`src/rtl/debounce_pkg.sv`:
```
// rtl/debounce_pkg.sv - shared FSM state type and default constants for debounce_sync
package debounce_pkg;

    typedef enum logic [1:0] {
        IDLE_LO = 2'd0,
        WAIT_HI = 2'd1,
        IDLE_HI = 2'd2,
        WAIT_LO = 2'd3
    } state_t;

    localparam int DEF_SYNC_STAGES     = 2;
    localparam int DEF_DEBOUNCE_CYCLES = 50000;
    localparam int DEF_CNT_W           = 16;
    localparam int DEF_GLITCH_W        = 8;

    function automatic state_t idle_state(input logic level);
        return level ? IDLE_HI : IDLE_LO;
    endfunction

endpackage

```
`src/rtl/sync_chain.sv`:
```
// rtl/sync_chain.sv - multi-stage flip-flop synchroniser for a single asynchronous bit
module sync_chain #(
    parameter int   STAGES    = 2,
    parameter logic RESET_VAL = 1'b0
) (
    input  logic clk,
    input  logic rst,
    input  logic d,
    output logic q
);

    logic [STAGES-1:0] stages;

    always_ff @(posedge clk) begin
        if (rst) begin
            stages <= {STAGES{RESET_VAL}};
        end else begin
            stages <= {stages[STAGES-2:0], d};
        end
    end

    assign q = stages[STAGES-1];

endmodule

```
`src/rtl/debounce_sync.sv`:
```
// rtl/debounce_sync.sv - synchroniser + debounce FSM + edge pulses; DEBOUNCE_GLITCH_CNT_EN adds glitch_cnt
module debounce_sync
    import debounce_pkg::*;
#(
    parameter int   SYNC_STAGES     = DEF_SYNC_STAGES,
    parameter int   DEBOUNCE_CYCLES = DEF_DEBOUNCE_CYCLES,
    parameter int   CNT_W           = DEF_CNT_W,
    parameter logic RESET_VAL       = 1'b0,
    parameter int   GLITCH_W        = DEF_GLITCH_W
) (
    input  logic                clk,
    input  logic                rst,
    input  logic                din_raw,
    output logic                d_clean,
    output logic                rise,
    output logic                fall,
    output logic                busy
`ifdef DEBOUNCE_GLITCH_CNT_EN
    ,
    output logic [GLITCH_W-1:0] glitch_cnt
`endif
);

    localparam logic [CNT_W-1:0] CNT_LAST = CNT_W'(DEBOUNCE_CYCLES - 1);

    logic             sync_q;
    logic             abort;
    state_t           state;
    logic [CNT_W-1:0] cnt;

    sync_chain #(
        .STAGES    (SYNC_STAGES),
        .RESET_VAL (RESET_VAL)
    ) u_sync (
        .clk (clk),
        .rst (rst),
        .d   (din_raw),
        .q   (sync_q)
    );

    // A WAIT that sees the old level again is a rejected transition
    assign abort = ((state == WAIT_HI) && !sync_q) || ((state == WAIT_LO) && sync_q);

    always_ff @(posedge clk) begin
        if (rst) begin
            state   <= idle_state(RESET_VAL);
            cnt     <= '0;
            d_clean <= RESET_VAL;
            rise    <= 1'b0;
            fall    <= 1'b0;
            busy    <= 1'b0;
        end else begin
            rise <= 1'b0;
            fall <= 1'b0;
            case (state)
                IDLE_LO: if (sync_q) begin
                    state <= WAIT_HI;
                    cnt   <= '0;
                    busy  <= 1'b1;
                end
                IDLE_HI: if (!sync_q) begin
                    state <= WAIT_LO;
                    cnt   <= '0;
                    busy  <= 1'b1;
                end
                WAIT_HI: if (abort) begin
                    state <= IDLE_LO;
                    cnt   <= '0;
                    busy  <= 1'b0;
                end else if (cnt == CNT_LAST) begin
                    state   <= IDLE_HI;
                    cnt     <= '0;
                    busy    <= 1'b0;
                    d_clean <= 1'b1;
                    rise    <= 1'b1;
                end else begin
                    cnt <= cnt + 1'b1;
                end
                WAIT_LO: if (abort) begin
                    state <= IDLE_HI;
                    cnt   <= '0;
                    busy  <= 1'b0;
                end else if (cnt == CNT_LAST) begin
                    state   <= IDLE_LO;
                    cnt     <= '0;
                    busy    <= 1'b0;
                    d_clean <= 1'b0;
                    fall    <= 1'b1;
                end else begin
                    cnt <= cnt + 1'b1;
                end
                default: begin
                    state <= idle_state(RESET_VAL);
                    cnt   <= '0;
                    busy  <= 1'b0;
                end
            endcase
        end
    end

`ifdef DEBOUNCE_GLITCH_CNT_EN
    always_ff @(posedge clk) begin
        if (rst) begin
            glitch_cnt <= '0;
        end else if (abort && (glitch_cnt != {GLITCH_W{1'b1}})) begin
            glitch_cnt <= glitch_cnt + 1'b1;
        end
    end
`endif

endmodule

```
`config.mk`:
```
export PLATFORM = sky130hd
export DESIGN_NAME = debounce_sync
export DESIGN_NICKNAME = d
export VERILOG_FILES = /design/src/rtl/debounce_pkg.sv /design/src/rtl/sync_chain.sv /design/src/rtl/debounce_sync.sv
export SDC_FILE = /design/constraint.sdc
export NUM_CORES = 1
export LEC_CHECK = 0
export ABC_CLOCK_PERIOD_IN_PS = 4300
export CORE_MARGIN = 2
export CORE_UTILIZATION = 55
export DETAILED_ROUTE_END_ITERATION = 10
export PLACE_DENSITY_LB_ADDON = 0.1
export SYNTH_ARGS = -nofsm -noshare
export SYNTH_HDL_FRONTEND = slang
export SYNTH_SLANG_ARGS = --single-unit
```
`constraint.sdc`:
```
create_clock -name clk -period 4.3 [get_ports clk]
set_clock_uncertainty 0.2 [all_clocks]
set_input_delay 1.075 -clock clk [delete_from_list [all_inputs] [get_ports clk]]
set_output_delay 1.075 -clock clk [all_outputs]
set_load 0.01 [all_outputs]
```
== Yosys cells after proc, flatten, opt, wreduce, memory -nomap -nowiden ==
Index checks and enable logic that the tools add are counted.
W data, S select, Z words.

* Register bits: 24
* Latch bits: 0
* Bits in writable memories: 0
* Memory bits (read-only): 0
* Input bits: 3
* Output and inout bits: 4
* Word-level logic and storage cells: 59
* Memories kept: 0

* $add $sub $neg: 1
* Multiply operators: 0
* Div/mod/pow operators: 0
* Order comparisons: 0
* Equality and inequality tests: 13
* Shifts and indexed selects: 0
* Muxes and demuxes: 23
* Bitwise operators: 2
* Reduce and logical (&&, ||, !) cells: 13

{| class="wikitable"
|+ Operator list
! cell !! number
|-
| $mux W16 || 4
|-
| $pmux W16 S3 || 1
|-
| $add A16 B1 Y16 const B || 1
|-
| $eq A16 B16 Y1 const B || 1
|-
| $mux W2 || 6
|-
| $mux W1 || 9
|-
| $pmux W2 S4 || 1
|-
| $ne A2 B1 Y1 const B || 3
|-
| $ne A2 B2 Y1 const B || 3
|-
| $ne A3 B2 Y1 const B || 2
|-
| $reduce_or A2 Y1 || 3
|-
| $reduce_and A5 Y1 || 1
|-
| $eq A2 B2 Y1 const B || 2
|-
| $reduce_and A4 Y1 || 1
|-
| $ne A3 B1 Y1 const B || 1
|-
| $pmux W1 S3 || 1
|-
| $reduce_and A3 Y1 || 1
|-
| $eq A2 B1 Y1 const B || 1
|-
| $logic_and A1 B1 Y1 || 2
|-
| $logic_not A2 Y1 || 1
|-
| $not A1 Y1 || 2
|-
| $pmux W1 S2 || 1
|-
| $reduce_and A2 Y1 || 1
|-
| $reduce_bool A2 Y1 || 1
|-
| other kinds (2) || 2
|}

== Logic depth before layout (Yosys ltp) ==
* Word-level depth: 5
* Depth in mapped cells: 6
* Mapped depth without buffers: 5

== Modules after synthesis ==
Synthesis repeated with hierarchy kept, for this count alone.

* Cell total of the unflattened synthesis: 127
* Area, all modules: 1114.8 µm²

{| class="wikitable"
|+ By module, submodules not included
! module !! times used !! cells each !! area each (µm²) !! seq. area each (µm²)
|-
| debounce_sync || 1 || 123 || 1062.3 || 440.4
|-
| sync_chain || 1 || 4 || 52.6 || 40.0
|}

== Least setup slack after synthesis ==
Ideal clock, no wire load.

* Path kind: input to register
* From: input port rst
* To: register cnt[12]
* Data arrival time: 1.736 ns
* Slack: 2.295 ns
* Stages: 4
* Cell sequence: nor3b_2 -> a21oi_1 -> buf_2 -> a21oi_1

{| class="wikitable"
|+ RTL lines
! what !! line !! RTL
|-
| from (decl) || debounce_sync.sv:12 || <nowiki>input logic rst,</nowiki>
|-
| to (signal assigned) || debounce_sync.sv:77 || <nowiki>cnt <= cnt + 1'b1;</nowiki>
|-
| to (signal assigned) || debounce_sync.sv:90 || <nowiki>cnt <= cnt + 1'b1;</nowiki>
|-
| to (decl) || debounce_sync.sv:29 || <nowiki>logic [CNT_W-1:0] cnt;</nowiki>
|}

==> out/qor.tcl <==
set qor(postSynthAreaPerCell_um2) 9.03
set qor(path_cells) {clkdlybuf4s50_1 > nor3_1 > a21oi_1 > nor2_1}
set qor(mappedNetlistNets) 130
set qor(floorplan.core_area_um2) 1960
set qor(asyncSetResetFlopFracSynth) 0
set qor(yosys.area_share.adder) 0.0110
set qor(postPlaceCellArea_um2) 1210
set qor(cts.sink_count) 24
set qor(yosys-mux-area-fraction) 0.0176
set qor(layout_commonest_cell) {sky130_fd_sc_hd__dfxtp_1}
set qor(fin_setup_tns_ns) 0
set qor(nFillCells) 173
set qor(number_of_hold_buffers_added_after_cts) 0
set qor(synth_area_um2) 1140
set qor(critical_path.max_fanout) 12
set qor(wl_per_cell_um) 14.5
set qor(root_buffer) {sky130_fd_sc_hd__clkbuf_4}
set qor(insertion_delay_ns) 0.32
set qor(netlist-cell-type-count) 35
set qor(p_int_mw) 0.326
set qor(pwr-share-comb) 0.041
set qor(grt_pass1_wl_um) 4170
set qor(grt_max_degree) 15
set qor(timing.critical_path.from) {rst}
set qor(seq_power_share) 0.561
set qor(cpPeakStageDelay_ns) 0.77
set qor(timing_max_transition_violations_final) 0
set qor(finalHoldViolations) 0
set qor(postLayoutSetupSlackWorst_ns) 1.41
set qor(setup_cp_type) {input pin to flop}
set qor(synth_enable_flop_cells) 0
set qor(core.rowCount) 16
set qor(cts_inserted_buffers) 3
set qor(tightestPinTransition_ns) 0.947
set qor(critical_path.endpoint_type) {flop}
set qor(cell_with_the_largest_stage_delay_on_the_worst_path) {sky130_fd_sc_hd__a21oi_1}
set qor(p_leak_nw) 0.423
set qor(most_used_cells_in_the_layout_excluding_fill_and_tap_cells) {sky130_fd_sc_hd__dfxtp_1 (24), sky130_fd_sc_hd__a21oi_1 (12), sky130_fd_sc_hd__nand2_1 (7), sky130_fd_sc_hd__nor2_1 (7)}
set qor(dp.cells) 154
set qor(ys_dominant_reg_cell) {sky130_fd_sc_hd__dfxtp_1}
set qor(syn_to_final_growth_pct) 11.0
set qor(power_dissipated_by_switching_net_loads_mw) 0.0789
set qor(synth.yosys.seq_area_share) 0.422
set qor(synth_warnings) 0
set qor(multi_input_area_um2) 621
set qor(setup_buffers_after_cts) 0
set qor(slew_headroom) 0.369
set qor(max_cap_viols) 0
set qor(h-tree-depth) 1
set qor(dr.pass1.iters) 4
set qor(final_routed_wirelength_across_all_metal_layers_um) 2300
set qor(arrival_ns) 2.88
set qor(gr-usage-all-layers) 0.218
set qor(ir_drop_mv) 0.208
set qor(reg2reg_setup_slack_ns) 1.74
set qor(hold_path_cell_cnt) 1
set qor(post-route-period-util) 0.672
set qor(num_vias) 972
set qor(synth_xor_area_frac) 0.0539
set qor(worstReg2RegEnd) {cnt[4]$_SDFFE_PP0P_}
set qor(drc_viols) 0
set qor(die_area_um2) 2450
set qor(r2r-start) {u_sync.stages[1]$_SDFF_PP0_}
set qor(pwr_density_cell_nw_per_um2) 321
set qor(area.sequential_um2) 480
set qor(post-route-cell-area_um2) 1260
set qor(worst_setup_hold_path_clk_slew_ns) 0.12
set qor(run_status) {finished, final reports clean}
set qor(period_needed_ns) 2.89
set qor(grt_antenna_before_repair) 0
set qor(final-setup-viol-count) 0
set qor(postCtsResizedCells) 0
set qor(tritoncts_clock_tree) {yes}
set qor(finalWeightedCongestion) 0.793
set qor(synth_top_family_by_area) {simple AND/OR/NAND/NOR gates}
set qor(initial_utilization) 0.580
set qor(r2r.worst_path.cells) 4
set qor(worst_ep_required_time_ns) 4.28
set qor(pin_count) 7
set qor(synth_cells) 126
set qor(final_antenna_net_count) 0
set qor(pwr-share-clk) 0.398
set qor(pre_cts_slack_ns) 1.07
set qor(io_buffer_count) 6
set qor(power.switching_fraction) 0.195
set qor(synth.ff_latch_count) 24
set qor(synth_simple_gate_area_frac) 0.308
set qor(stdcell_count) 158
set qor(hp-class) {flop to flop}
set qor(drive_above_1_share) 0.0611
set qor(finish.net_count) 136
set qor(finalPower_mw) 0.405
set qor(hold_path.startpoint) {u_sync.stages[0]$_SDFF_PP0_}
set qor(die_height_um) 49.5
set qor(grt_remaining_overflow) 0
set qor(rsz0062_at_grt) {false}
set qor(final_hpwl_from_detailed_placement_um) 1600
set qor(number_of_global_route_vias_before_repair) 932
set qor(die_x_um) 49.5
set qor(max-clock-path-buffers) 2
set qor(fmaxAchievable_mhz) 346
set qor(viasPerCell) 6.15
set qor(synth_compound_area_frac) 0.155
set qor(drt-initial-drc-count) 18
set qor(crit_path_start_kind) {input pin}
set qor(timing.hold.worst_endpoint) {u_sync.stages[1]$_SDFF_PP0_}
set qor(n_antenna_cell) 0
[layout make-up]
cell class	instances	area share
clock buffers	3	0.0178
repair buffers	6	0.0476
inverters	4	0.0119
flip-flops and latches	24	0.381
well taps	27	0.0268
clock inverters	1	0.0238
multi-input cells	93	0.492
[flip-flops by register name, summed over array words and instances, names as in the netlist, named ones only]
register and flops:
state 1, cnt 16, u_sync.stages 2, d_clean 1, rise 1, busy 1
fall 1
[through the flow]
step                      hold slack, ns   util
final                              0.269  0.643
after floorplan                    0.214      -
after CTS                          0.271  0.643
after global placement             0.228  0.617
after global routing               0.283  0.643
after detailed placement           0.250  0.617
[routing by layer]
metal  GRT usage  vias up  routed length [um]
li1            -      486                   -
met1       0.288      463                1110
met3      0.0545        3                 111
met5           0        -                   0
met2       0.354       20                1060
met4      0.0648        0                  23
[synthesized netlist by cell type, types with 2 or more instances]
cell / count / area, um^2
sky130_fd_sc_hd__a21oi_1: 12 / 60.1
sky130_fd_sc_hd__and3_1: 4 / 25.0
sky130_fd_sc_hd__and4_1: 5 / 43.8
sky130_fd_sc_hd__buf_2: 2 / 10.0
sky130_fd_sc_hd__clkbuf_1: 3 / 11.3
sky130_fd_sc_hd__dfxtp_1: 24 / 480
sky130_fd_sc_hd__inv_1: 4 / 15.0
sky130_fd_sc_hd__mux2i_1: 2 / 20.0
sky130_fd_sc_hd__nand2_1: 7 / 26.3
sky130_fd_sc_hd__nand3_1: 2 / 10.0
sky130_fd_sc_hd__nand4_1: 6 / 37.5
sky130_fd_sc_hd__nand4b_1: 3 / 26.3
sky130_fd_sc_hd__nor2_1: 7 / 26.3
sky130_fd_sc_hd__nor2b_1: 3 / 18.8
sky130_fd_sc_hd__nor3b_1: 3 / 22.5
sky130_fd_sc_hd__o2111ai_1: 3 / 26.3
sky130_fd_sc_hd__o21ai_0: 6 / 30.0
sky130_fd_sc_hd__o31ai_1: 2 / 15.0
sky130_fd_sc_hd__or3_1: 6 / 37.5
sky130_fd_sc_hd__or4_1: 2 / 15.0
sky130_fd_sc_hd__xor2_1: 6 / 52.6
[cells by family after synthesis]
group	Yosys count
xor+xnor	7
flops	24
fa+ha+maj	1
compound gates	29
simple gates	54
mux	2
buf+inv	9
[worst max-delay path by stage]
stage	depth (start not counted)	slack, ns	endpoint
2_1_floorplan	4	2.29	cnt[12]$_SDFFE_PP0P_
3_3_place_gp	4	1.16	cnt[3]$_SDFFE_PP0P_
3_5_place_dp	4	1.07	cnt[5]$_SDFFE_PP0P_
4_1_cts	4	1.43	cnt[4]$_SDFFE_PP0P_
5_1_grt	4	1.20	cnt[5]$_SDFFE_PP0P_
6_report	4	1.41	cnt[4]$_SDFFE_PP0P_
[power groups by stage]
stage          combinational (mW)  sequential [mW]  clock, mW
2_1_floorplan              0.0105            0.232          0
3_3_place_gp               0.0162            0.232          0
3_5_place_dp               0.0165            0.232          0
4_1_cts                    0.0165            0.227      0.166
5_1_grt                    0.0185            0.228      0.175
6_report                   0.0165            0.227      0.161
[worst max-delay path: cells and delay by family]
kind	cells	cell delay [ns]
buffers and inverters	1	0.75
AND/OR/NAND/NOR	2	0.27
AO/OA/AOI/OAI	1	0.77
(Power assumes the default switching activity.)
